[config.mk]
export PLATFORM = sky130hd
export DESIGN_NAME = config_bus_arbiter
export DESIGN_NICKNAME = d
export VERILOG_FILES = /design/src/rtl/config_bus_arbiter.sv
export SDC_FILE = /design/constraint.sdc
export NUM_CORES = 1
export LEC_CHECK = 0
export CELL_PAD_IN_SITES_DETAIL_PLACEMENT = 1
export CELL_PAD_IN_SITES_GLOBAL_PLACEMENT = 1
export CORE_ASPECT_RATIO = 0.75
export CORE_UTILIZATION = 36
export CTS_BUF_LIST = sky130_fd_sc_hd__clkbuf_4
export DETAILED_ROUTE_END_ITERATION = 10
export PLACE_DENSITY_LB_ADDON = 0.1
export REMOVE_ABC_BUFFERS = 1
export SETUP_SLACK_MARGIN = 0.4
export SYNTH_ARGS = -nofsm -noshare
export SYNTH_HDL_FRONTEND = slang
export SYNTH_SLANG_ARGS = --single-unit
[constraint.sdc]
create_clock -name clk -period 3.9 [get_ports clk]
set_input_delay 0.585 -clock clk [delete_from_list [all_inputs] [get_ports clk]]
set_output_delay 0.585 -clock clk [all_outputs]
set_load 0.03 [all_outputs]
[src/rtl/config_bus_arbiter.sv]
// config_bus_arbiter
//   Round-robin arbiter that lets num_req requesters share one GPIO-driven
//   configuration bus. The granted write is serialised MSB-byte first. Each
//   byte gets one setup cycle, then hold_cycles cycles with w_clk high, then
//   hold_cycles cycles with w_clk low.
//
// Ports
//   clk         rising-edge clock
//   rst         asynchronous active-low reset
//   req_valid   [num_req]     per-requester write request
//   req_addr    [num_req*16]  bus address, requester i at [16i+:16]
//   req_data    [num_req*32]  payload, requester i at [32i+:32]
//   req_nbytes  [num_req*3]   byte count (0 = no bus activity, >4 = 4)
//   req_ready   [num_req]     one-cycle accept pulse to the granted requester
//   done        [num_req]     one-cycle completion pulse
//   busy        high whenever the FSM is not idle
//   gpio_out    [15:0] addr, [23:16] data byte, [24] w_clk, [31:25] zero
module config_bus_arbiter #(
    parameter int num_req     = 2,
    parameter int hold_cycles = 2
) (
    input  logic                   clk,
    input  logic                   rst,
    input  logic [num_req-1:0]     req_valid,
    input  logic [num_req*16-1:0]  req_addr,
    input  logic [num_req*32-1:0]  req_data,
    input  logic [num_req*3-1:0]   req_nbytes,
    output logic [num_req-1:0]     req_ready,
    output logic [num_req-1:0]     done,
    output logic                   busy,
    output logic [31:0]            gpio_out
);

    localparam int GW = $clog2(num_req);
    localparam int CW = (hold_cycles > 1) ? $clog2(hold_cycles) : 1;
    localparam logic [GW-1:0]      LAST_INIT = GW'(num_req - 1);
    localparam logic [CW-1:0]      HOLD_LAST = CW'(hold_cycles - 1);
    localparam logic [num_req-1:0] ONE_HOT0  = {{(num_req-1){1'b0}}, 1'b1};

    typedef enum logic [2:0] {IDLE, SETUP, STROBE, RECOV, DONE} state_t;

    state_t          r_state, w_next;
    logic [GW-1:0]   r_last_grant, r_grant, w_grant;
    logic            w_any;
    logic [15:0]     w_sel_addr;
    logic [31:0]     w_sel_data, w_aligned;
    logic [2:0]      w_sel_nb, w_nb;
    logic [5:0]      w_shamt;
    logic [CW-1:0]   r_cnt;
    logic            w_cnt_end;
    logic [1:0]      r_left;      // bytes still to send after the current one
    logic [31:0]     r_shift;     // pending bytes, next one in [31:24]
    logic [15:0]     r_bus_addr;
    logic [7:0]      r_bus_byte;

    // Round robin: scan offsets num_req..1 so the smallest offset from
    // last_grant that is requesting wins the final assignment.
    always_comb begin
        logic [GW-1:0] w_idx;
        w_grant = '0;
        for (int k = num_req; k >= 1; k--) begin
            w_idx = GW'((int'(r_last_grant) + k) % num_req);
            if (req_valid[w_idx]) w_grant = w_idx;
        end
    end

    assign w_any      = |req_valid;
    assign w_sel_addr = req_addr[int'(w_grant)*16 +: 16];
    assign w_sel_data = req_data[int'(w_grant)*32 +: 32];
    assign w_sel_nb   = req_nbytes[int'(w_grant)*3 +: 3];
    assign w_nb       = (w_sel_nb > 3'd4) ? 3'd4 : w_sel_nb;
    // Left-justify the payload so the first byte to send sits in [31:24].
    assign w_shamt    = {3'd4 - w_nb, 3'b000};
    assign w_aligned  = w_sel_data << w_shamt;
    assign w_cnt_end  = (r_cnt == HOLD_LAST);

    always_ff @(posedge clk or negedge rst) begin
        if (!rst) r_state <= IDLE;
        else      r_state <= w_next;
    end

    always_comb begin
        w_next = r_state;
        case (r_state)
            IDLE:    if (w_any) w_next = (w_nb == 3'd0) ? DONE : SETUP;
            SETUP:   w_next = STROBE;
            STROBE:  if (w_cnt_end) w_next = RECOV;
            RECOV:   if (w_cnt_end) w_next = (r_left != 2'd0) ? SETUP : DONE;
            DONE:    w_next = IDLE;
            default: w_next = IDLE;
        endcase
    end

    always_ff @(posedge clk or negedge rst) begin
        if (!rst) begin
            r_last_grant <= LAST_INIT;
            r_grant      <= '0;
            r_cnt        <= '0;
            r_left       <= '0;
            r_shift      <= '0;
            r_bus_addr   <= '0;
            r_bus_byte   <= '0;
        end else begin
            if ((r_state == STROBE || r_state == RECOV) && !w_cnt_end)
                r_cnt <= r_cnt + 1'b1;
            else
                r_cnt <= '0;

            case (r_state)
                IDLE: if (w_any) begin
                    r_grant <= w_grant;
                    r_left  <= (w_nb == 3'd0) ? 2'd0 : 2'(w_nb - 3'd1);
                    r_shift <= w_aligned << 8;
                    // A zero-length write must not disturb the bus lines.
                    if (w_nb != 3'd0) begin
                        r_bus_addr <= w_sel_addr;
                        r_bus_byte <= w_aligned[31:24];
                    end
                end
                RECOV: if (w_cnt_end && r_left != 2'd0) begin
                    r_bus_byte <= r_shift[31:24];
                    r_shift    <= r_shift << 8;
                    r_left     <= r_left - 2'd1;
                end
                DONE: r_last_grant <= r_grant;
                default: ;
            endcase
        end
    end

    // req_ready is gated by rst so it is low the instant reset asserts.
    assign req_ready = (r_state == IDLE && w_any && rst) ? (ONE_HOT0 << w_grant) : '0;
    assign done      = (r_state == DONE) ? (ONE_HOT0 << r_grant) : '0;
    assign busy      = (r_state != IDLE);
    assign gpio_out  = {7'b0, (r_state == STROBE), r_bus_byte, r_bus_addr};

endmodule

==> reports/summary.txt, run 1 <==
Status -> finished, final reports clean
Ports -> 143
Crit path to -> r_shift[21]
Switching share of power -> 45.5%
Die Y -> 90.8 um
Drt total wl -> 12200 um
Hold Vio Cnt, Final -> 0
FF+latch count, synth -> 56
Sw power -> 0.00152 W
Distinct cells, synth -> 41
Worst hold path class -> input port to asynchronous set/reset pin
Max cap viols -> 0
Fmax achieved -> 310 MHz
CP dominant cell by count -> ha_1
P_leak -> 2.29 nW
Clock network power share -> 10.1%
Reg2reg setup slack -> 0.92 ns
Worst-skew pair later-pin latency -> 0.38 ns
Reg clk slew, reported paths -> 0.17 ns
Critical Path Stages -> 11
Compound-Gate Fraction of Synth Area -> 16.2%
Initial antenna violation count -> 0
Post-route clock period utilization -> 82.8%
Core Footprint -> 0.0102 mm2
Pwr per Cell Area -> 631 mW/mm2
Maximum vdd drop -> 0.185 mV
Sinks on Clock Net -> 56
Postcts setup bufs -> 0
Post-layout nets -> 658
Drc violations -> 0
GPL Wtd Cong -> 0.762
Share of layout cells above drive strength 1 -> 7.30%
First-pass GRT wire length -> 19800 um
Headroom to the max-slew limit -> 33.8%
Worst Setup SP -> req_valid[0]
Slew @ Worst Pin -> 0.991 ns
Antenna cell count -> 0
Post-Syn Area -> 0.00379 mm2
Worst R2R Start -> r_last_grant
Placed cell count -> 676
WL/cell -> 17.8 um
Top FF cell, synth -> dfrtp_1
Post-synth EDFFs -> 0
CP cell instances -> clkdlybuf4s50_1 > a21bo_2 > mux2i_1 > nand2_1 > ha_1 > ha_1 > nand2_2 > nor2_2 > buf_4 > a22oi_1 > a21oi_1
Fin util -> 51.6%
Ys async rst share -> 100%
Warnings, synthesis -> 0
GRT overflow -> 0
Final Power -> 0.00334 W
RSZ-0062 raised after global routing -> false
DRT antenna net count -> 0
Simple-Gate Fraction of Synth Area -> 17.1%
Post-Synth XOR/XNOR Area -> 0%
Main combinational cell family by area after synthesis -> multiplexers
R2R depth -> 10
Critical path's slowest cell -> clkdlybuf4s50_1
Synth area leaders -> dfrtp_1 36%, mux2i_1 14%, nand2_1 6.5%
Endpoints failing setup -> 0
Mux cell area share after synthesis -> 20.3%
Largest net degree at the start of global routing -> 57
Most frequent cell after synthesis -> nand2_1
Pint -> 0.00182 W
Crit-path max cell delay -> 0.61 ns
Post-synthesis adder-cell area fraction -> 1.65%
Comb pwr share -> 58.0%
Final TNS setup -> 0 ns
Cells after Synth -> 425
CP Data Arrival Time -> 3.55 ns
CTS tree -> done
Slew Viols, Final -> 0
WS Path Type -> input port to flop
FF-to-FF End -> r_shift[21]
Iteration count of the initial detailed-routing pass -> 4
Avg Cell Area, Syn -> 8.91 um2
WP data required -> 4.22 ns
Crit path max fanout -> 12
Initial DRC count -> 190
Cell Rows -> 32
Die area -> 0.0109 mm2
Clock Tree Root -> clkbuf_4
Vias after detailed routing -> 3652
Setup Skew -> 0.0118 ns
Number of buffers created by CTS -> 5
Seq pwr share -> 31.9%
Yosys top cell area share -> 36.3%
Buf/Inv on CP -> 2
H-tree levels -> 2
GRT Total Usage -> 22.9%
Critical path's top delay family -> buffers and inverters
Area leader, netlist -> dfrtp_1
Worst setup EP type -> flop
Detail Placement HPWL -> 8810 um
Seq/Total Area, Yosys -> 37.0%
Commonest cells in the netlist -> 66 x nand2_1, 55 x dfrtp_1, 54 x mux2i_1, 49 x nor2_1, 33 x a31oi_1
CP Launch Type -> input port
Vias in the first global route -> 3848
DR vias/cell -> 5.34
Period minus WS final -> 3.23 ns
Die X -> 120 um
Starting Density -> 37.0%
Area growth from synthesis to final layout -> 39.5%
Fin cells -> 684
Port buffer count -> 135
CTS Buffer Depth -> 2
-- how the worst min path moves through the flow --
stage                    end  slack [ns]  cells after the start
2_1_floorplan  r_bus_addr[0]        0.29                      0
3_3_place_gp           r_cnt        0.49                      1
3_5_place_dp         r_grant        0.49                      2
4_1_cts        r_bus_byte[7]        0.38                      2
5_1_grt           r_state[0]        0.39                      2
6_report          r_state[0]        0.34                      2
-- cell usage in the layout, fill, tap and decap left out, types with 3 or more instances in the layout --
master             n
o21ai_0           18
a41oi_1            6
nand3_1           16
mux4_2             6
dfrtp_1           55
nand2_1           66
and3_1             3
nor2_2             3
a22oi_1           10
inv_1             16
nor2_1            49
o22ai_1            8
mux2i_1           54
conb_1             7
a21oi_1            9
buf_4             11
clkbuf_4           6
ha_1               5
nand2b_1           3
nand3b_1           3
clkdlybuf4s50_1  134
mux4_1             3
a31oi_1           33
-- flip-flops by register name (all words and copies together) (netlist names) --
name,count
r_bus_addr,16
r_bus_byte,8
r_cnt,1
r_grant,1
r_last_grant,1
r_left,2
r_shift,24
r_state,3
-- power by group through the flow --
stage          sequential (W)  clock, W  combinational (W)
2_1_floorplan         0.00129         0           0.000953
3_3_place_gp          0.00106         0            0.00189
3_5_place_dp          0.00108         0            0.00195
4_1_cts               0.00106  0.000344            0.00196
5_1_grt               0.00110  0.000365            0.00212
6_report              0.00106  0.000336            0.00194
-- routing by layer --
metal / vias to the layer above / share of wire, % / GRT usage, % / routed length [um]
met4: 0 / 0.67 / 3.40 / 81
met5: - / 0 / 0 / 0
met3: 6 / 4.2 / 3.22 / 515
li1: 1749 / - / - / -
met2: 96 / 49 / 40.8 / 5980
met1: 1801 / 46 / 29.9 / 5580
-- worst register-to-register path, stage by stage (launching register included) --
cell,delay [ns]
dfstp_2,0.61
a21bo_2,0.22
mux2i_1,0.38
nand2_1,0.14
ha_1,0.26
ha_1,0.32
nand2_2,0.14
nor2_2,0.30
buf_4,0.27
a22oi_1,0.09
a21oi_1,0.20
-- layout make-up --
class	count	area (um2)
fill	1238	4960
timing repair buffer	146	1430
clock buffer	6	45.0
clock inverter	2	35.0
multi-input combinational	322	2140
tap	136	170
sequential	56	1400
inverter	16	60.1
-- through the flow --
| stage | worst slack [ns] | instance area [um2] | hold WS [ns] |
|---|---|---|---|
| floorplan | -0.269 | 3580 | 0.289 |
| CTS | 0.550 | 5280 | 0.382 |
| detailed placement | 0.154 | 5200 | 0.492 |
| global route | 0.456 | 5290 | 0.394 |
| finish | 0.670 | 5290 | 0.340 |
| global placement | 0.353 | 5200 | 0.490 |
-- repair_timing --
action	in CTS	in global routing
resized for setup	0	1
setup endpoints to repair	0	8
hold buffers	0	0
-- cells by family (layout without fill, tap and decap cells) --
logic type | count (synthesis) | after routing
compound gates | 95 | 95
buf+inv | 53 | 170
flops | 56 | 56
simple gates | 151 | 151
mux | 64 | 64
fa+ha+maj | 5 | 5
other cells | 1 | 7
No activity file was read; power rests on OpenSTA's default activity.
==> run 2: changes to the inputs <==
- CORE_UTILIZATION: 36 -> 33
- clock period: 3.9 -> 3.33 ns (I/O delays scaled with it)
==> reports/summary.txt, run 2 (synthesis results as in run 1) <==
Period minus WS final -> 2.86 ns
Most frequent cells in the layout -> 133 x clkdlybuf4s50_1, 66 x nand2_1, 55 x dfrtp_1 (was 134 x clkdlybuf4s50_1, 66 x nand2_1, 55 x dfrtp_1)
Slew @ Worst Pin -> 0.868 ns (was 0.991 ns)
Post-layout nets -> 660 (was 658)
Vias after detailed routing -> 3671 (was 3652)
CP Launch Type -> input port (unchanged)
Initial DRC count -> 112 (was 190)
CTS Buffer Depth -> 2 (unchanged)
Number of buffers created by CTS -> 5 (unchanged)
Cell Rows -> 33 (was 32)
Port buffer count -> 135 (unchanged)
Clock Tree Root -> clkbuf_4 (unchanged)
Ports -> 143 (unchanged)
P_leak -> 2.31 nW (was 2.29 nW)
GPL Wtd Cong -> 0.778 (was 0.762)
RSZ-0062 raised after global routing -> true (was false)
Max cap viols -> 0 (unchanged)
Detail Placement HPWL -> 9330 um (was 8810 um)
Initial antenna violation count -> 0 (unchanged)
Slew Viols, Final -> 0 (unchanged)
GRT overflow -> 0 (unchanged)
Drc violations -> 0 (unchanged)
Setup Skew -> 0.00694 ns (was 0.0118 ns)
Die Y -> 94.8 um (was 90.8 um)
Fmax achieved -> 349 MHz
Fin Hold WS -> 0.295 ns (was 0.340 ns)
Iteration count of the initial detailed-routing pass -> 4 (unchanged)
Drt total wl -> 13000 um (was 12200 um)
Placed cell count -> 682 (was 676)
WL/cell -> 18.8 um (was 17.8 um)
CTS tree -> done (unchanged)
Die area -> 0.0119 mm2 (was 0.0109 mm2)
Antenna cell count -> 0 (unchanged)
H-tree levels -> 2 (unchanged)
Fin cells -> 690 (was 684)
First-pass GRT wire length -> 20400 um (was 19800 um)
Starting Density -> 34.2% (was 37.0%)
Area growth from synthesis to final layout -> 40.1% (was 39.5%)
Largest Register -> r_shift (unchanged)
Vias in the first global route -> 3930 (was 3848)
CP Data Arrival Time -> 3.17 ns (was 3.55 ns)
Final Power -> 0.00387 W (was 0.00334 W)
WP data required -> 3.64 ns (was 4.22 ns)
WS Path Type -> input port to flop (unchanged)
Largest net degree at the start of global routing -> 57 (unchanged)
Core Footprint -> 0.0111 mm2 (was 0.0102 mm2)
Maximum vdd drop -> 0.257 mV (was 0.185 mV)
Share of layout cells above drive strength 1 -> 7.64% (was 7.30%)
Max reg flops -> 24 (unchanged)
Endpoints failing setup -> 0 (unchanged)
Worst hold path class -> input port to asynchronous set/reset pin (unchanged)
Worst setup EP type -> flop (unchanged)
Largest regs -> r_shift x24, r_bus_addr x16, r_bus_byte x8 (unchanged)
Sinks on Clock Net -> 56 (unchanged)
Reg clk slew, reported paths -> 0.16 ns (was 0.17 ns)
Die X -> 126 um (was 120 um)
Most common cell after layout, fill and taps aside -> clkdlybuf4s50_1 (unchanged)
GRT Total Usage -> 22.3% (was 22.9%)
DR vias/cell -> 5.32 (was 5.34)
Worst-skew pair later-pin latency -> 0.39 ns (was 0.38 ns)
Number of fill cells in the layout -> 1300 (was 1238)
Hold Vio Cnt, Final -> 0 (unchanged)
Postcts setup bufs -> 0 (unchanged)
Post-route clock period utilization -> 86.0%
DRT antenna net count -> 0 (unchanged)
Headroom to the max-slew limit -> 42.1% (was 33.8%)
Pwr per Cell Area -> 730 mW/mm2 (was 631 mW/mm2)
Crit path max fanout -> 8 (was 12)
Status -> finished, final reports clean (unchanged)
==> run 2: repair_timing <==
item	4_1_cts	5_1_grt
cloned	0	0
endpoints found under the setup margin	3	26
hold buffers	0	0
resized for setup	1	3
pin swaps	0	0
==> run 2: per-stage QoR <==
step           TNS [ns]  utilization (%)  instance area, um2  setup slack [ns]
3_3_place_gp          0             47.3                5230             0.155
2_1_floorplan    -26.44                -                3580            -0.753
3_5_place_dp    -0.0813             47.3                5230           -0.0473
6_report              0             47.9                5310             0.467
4_1_cts               0             47.8                5290             0.388
5_1_grt               0             47.9                5310             0.330
==> run 2: worst max-delay path, stage by stage <==
cell and delay [ns]:
clkdlybuf4s50_1 0.48, a21bo_2 0.34, mux2i_4 0.31, nand2_1 0.12, ha_1 0.25, ha_1 0.32
nand2_2 0.14, nor2_2 0.14, nand3_1 0.31, o22ai_1 0.26
==> run 2: final timing paths <==
check / start / to / slack (ns) / cells after the start
setup / recovery: req_valid[1] / r_shift[15] / 0.47 / 10
hold / removal: rst / r_bus_addr[4] / 0.29 / 2
setup reg to reg: r_last_grant / r_shift[15] / 0.53 / 9
hold reg to reg: r_cnt / r_cnt / 0.53 / 1
max in group asynchronous: rst / r_shift[30] / 2.55 / 2
min in group clk: r_cnt / r_cnt / 0.53 / 1
==> run 2: layer usage <==
layer / GRT usage (%) / part of all wire [%] / wire (um)
met1: 27.2 / 44 / 5730
met2: 42.0 / 51 / 6550
met3: 2.95 / 4.1 / 526
met4: 5.28 / 1.2 / 152
met5: 0 / 0 / 0
==> run 2: cell type report <==
cell class                      count  area [um2]  share of cell area (%)
Sequential cell                    56        1400                    26.4
Timing Repair Buffer              148        1460                    27.5
Clock inverter                      1        3.75                  0.0708
Clock buffer                        7        52.6                   0.991
Tap cell                          140         175                    3.30
Multi-Input combinational cell    322        2150                    40.6
Inverter                           16        60.1                    1.13
==> run 2: where the power goes <==
group          total, W  switching (W)  internal [W]
registers       0.00125       0.000222       0.00103
logic           0.00230        0.00136      0.000948
clock network  0.000319       0.000220     0.0000983
total           0.00387        0.00180       0.00207
==> run 3: changes to the inputs <==
==> constraint.sdc (replaced) <==
create_clock -name clk -period 3.33 [get_ports clk]
set_input_delay 0.4995 -clock clk [delete_from_list [all_inputs] [get_ports clk]]
set_output_delay 0.4995 -clock clk [all_outputs]
set_load 0.01 [all_outputs]
==> reports/summary.txt, run 3 (synthesis results as in run 1) <==
Status -> finished, final reports clean (unchanged)
P_leak -> 2.30 nW (was 2.31 nW)
Final Power -> 0.00370 W (was 0.00387 W)
Core Footprint -> 0.0111 mm2 (unchanged)
Setup Skew -> 0.0131 ns (was 0.00694 ns)
Cell Rows -> 33 (unchanged)
Crit-path max cell delay -> 0.55 ns (was 0.48 ns)
Initial DRC count -> 125 (was 112)
GPL Wtd Cong -> 0.781 (was 0.778)
Drc violations -> 0 (unchanged)
Pint -> 0.00214 W (was 0.00207 W)
Final worst slack -> 0.568 ns (was 0.467 ns)
Slew Viols, Final -> 0 (unchanged)
Number of buffers created by CTS -> 5 (unchanged)
DP Area -> 0.00523 mm2 (unchanged)
Antenna cell count -> 0 (unchanged)
Worst hold path class -> input port to asynchronous set/reset pin (unchanged)
RSZ-0062 raised after global routing -> false (was true)
Sinks on Clock Net -> 56 (unchanged)
Comb pwr share -> 55.8% (was 59.5%)
Worst-skew pair later-pin latency -> 0.39 ns (about the same)
H-tree levels -> 2 (unchanged)
Endpoints failing setup -> 0 (unchanged)
CTS tree -> done (unchanged)
Maximum vdd drop -> 0.235 mV (was 0.257 mV)
GRT Total Usage -> 22.2% (was 22.3%)
Design area -> 0.00534 mm2 (was 0.00531 mm2)
WS Path Type -> input port to flop (unchanged)
DR vias/cell -> 5.35 (was 5.32)
Reg clk slew, reported paths -> 0.17 ns (was 0.16 ns)
CP cell instances -> clkdlybuf4s50_1 > a21bo_4 > mux2i_2 > inv_1 > ha_1 > ha_1 > and3_1 > nand2_1 > a41oi_1 (was clkdlybuf4s50_1 > a21bo_2 > mux2i_4 > nand2_1 > ha_1 > ha_1 > nand2_2 > nor2_2 > nand3_1 > o22ai_1)
Hold Vio Cnt, Final -> 0 (unchanged)
Largest Register -> r_shift (unchanged)
Fin cells -> 690 (unchanged)
Most common cell after layout, fill and taps aside -> clkdlybuf4s50_1 (unchanged)
Largest regs -> r_shift x24, r_bus_addr x16, r_bus_byte x8 (unchanged)
Number of fill cells in the layout -> 1304 (was 1300)
Seq pwr share -> 33.6% (was 32.3%)
Drt total wl -> 12700 um (was 13000 um)
GRT overflow -> 0 (unchanged)
Share of layout cells above drive strength 1 -> 7.82% (was 7.64%)
Crit path max fanout -> 9 (was 8)
Headroom to the max-slew limit -> 40.8% (was 42.1%)
CP Launch Type -> input port (unchanged)
Post-route clock period utilization -> 82.9% (was 86.0%)
Sw power -> 0.00156 W (was 0.00180 W)
Fmax achieved -> 362 MHz (was 349 MHz)
Critical path's slowest cell -> clkdlybuf4s50_1 (unchanged)
WP data required -> 3.65 ns (was 3.64 ns)
Slew @ Worst Pin -> 0.886 ns (was 0.868 ns)
Ports -> 143 (unchanged)
Die Y -> 94.8 um (unchanged)
Die X -> 126 um (unchanged)
First-pass GRT wire length -> 20400 um (about the same)
Buf/Inv on CP -> 2 (was 1)
Critical path's top delay family -> buffers and inverters (was simple AND/OR/NAND/NOR gates)
Period minus WS final -> 2.76 ns (was 2.86 ns)
Port buffer count -> 135 (unchanged)
Max reg flops -> 24 (unchanged)
Iteration count of the initial detailed-routing pass -> 4 (unchanged)
Area growth from synthesis to final layout -> 41.0% (was 40.1%)
Starting Density -> 34.2% (unchanged)
Vias in the first global route -> 3948 (was 3930)
Dpl ws -> -0.0162 ns (was -0.0473 ns)
Vias after detailed routing -> 3689 (was 3671)
Die area -> 0.0119 mm2 (unchanged)
WL/cell -> 18.5 um (was 18.8 um)
Most frequent cells in the layout -> 134 x clkdlybuf4s50_1, 66 x nand2_1, 55 x dfrtp_1 (was 133 x clkdlybuf4s50_1, 66 x nand2_1, 55 x dfrtp_1)
Detail Placement HPWL -> 9090 um (was 9330 um)
Initial antenna violation count -> 0 (unchanged)
Pwr per Cell Area -> 693 mW/mm2 (was 730 mW/mm2)
CP dominant cell by count -> ha_1 (unchanged)
CTS Buffer Depth -> 2 (unchanged)
Reg2reg setup slack -> 0.65 ns (was 0.53 ns)
Postcts setup bufs -> 0 (unchanged)
Post-layout nets -> 660 (unchanged)
Largest net degree at the start of global routing -> 57 (unchanged)
Worst setup EP type -> flop (unchanged)
Max cap viols -> 0 (unchanged)
Placed cell count -> 682 (unchanged)
Clock network power share -> 10.6% (was 8.2%)
DRT antenna net count -> 0 (unchanged)
CP Data Arrival Time -> 3.08 ns (was 3.17 ns)
Switching share of power -> 42.2% (was 46.4%)
Clock Tree Root -> clkbuf_4 (unchanged)
==> run 3: metrics by stage <==
step           hold WS [ns]  setup TNS, ns  utilization (%)
6_report              0.277              0             48.3
5_1_grt               0.319              0             48.3
3_3_place_gp          0.491              0             47.3
3_5_place_dp          0.516        -0.0250             47.3
4_1_cts               0.320              0             48.0
2_1_floorplan         0.204         -26.44                -
==> run 3: power groups by stage <==
stage               logic [W]  registers [W]  clock network [W]
detailed placement    0.00206        0.00126                  0
floorplan             0.00108        0.00128                  0
CTS                   0.00207        0.00124           0.000403
global placement      0.00198        0.00125                  0
global route          0.00227        0.00129           0.000424
finish                0.00206        0.00124           0.000393
==> run 3: cell type report <==
type | count | area [um2] | area share, %
tap | 140 | 175 | 3.28
sequential | 56 | 1400 | 26.3
multi-input combinational | 322 | 2160 | 40.5
timing repair buffer | 148 | 1460 | 27.3
clock inverter | 3 | 42.5 | 0.797
inverter | 16 | 60.1 | 1.12
clock buffer | 5 | 37.5 | 0.703
==> run 3: repair_timing <==
action                                 4_1_cts  5_1_grt
hold buffers                                 0        0
endpoints found under the hold margin        0        0
setup endpoints to repair                    0       25
resized for setup                            0        5
==> run 3: path summary, 6_finish.rpt <==
check                             startpoint  cells after the start             end
worst min-delay path                     rst                      2  r_bus_addr[13]
worst min register to register         r_cnt                      1           r_cnt
min in group clk                       r_cnt                      1           r_cnt
max in group asynchronous                rst                      2     r_shift[31]
worst max register to register  r_last_grant                      8   r_bus_byte[0]
worst max-delay path            req_valid[1]                      9   r_bus_byte[0]
==> run 3: metal layers <==
| metal | track usage (%) | part of all wire (%) | vias to the layer above |
|---|---|---|---|
| met5 | 0 | 0 | - |
| met1 | 28.1 | 46 | 1833 |
| met3 | 2.66 | 3.7 | 8 |
| li1 | - | - | 1749 |
| met4 | 4.67 | 0.88 | 0 |
| met2 | 40.9 | 49 | 99 |
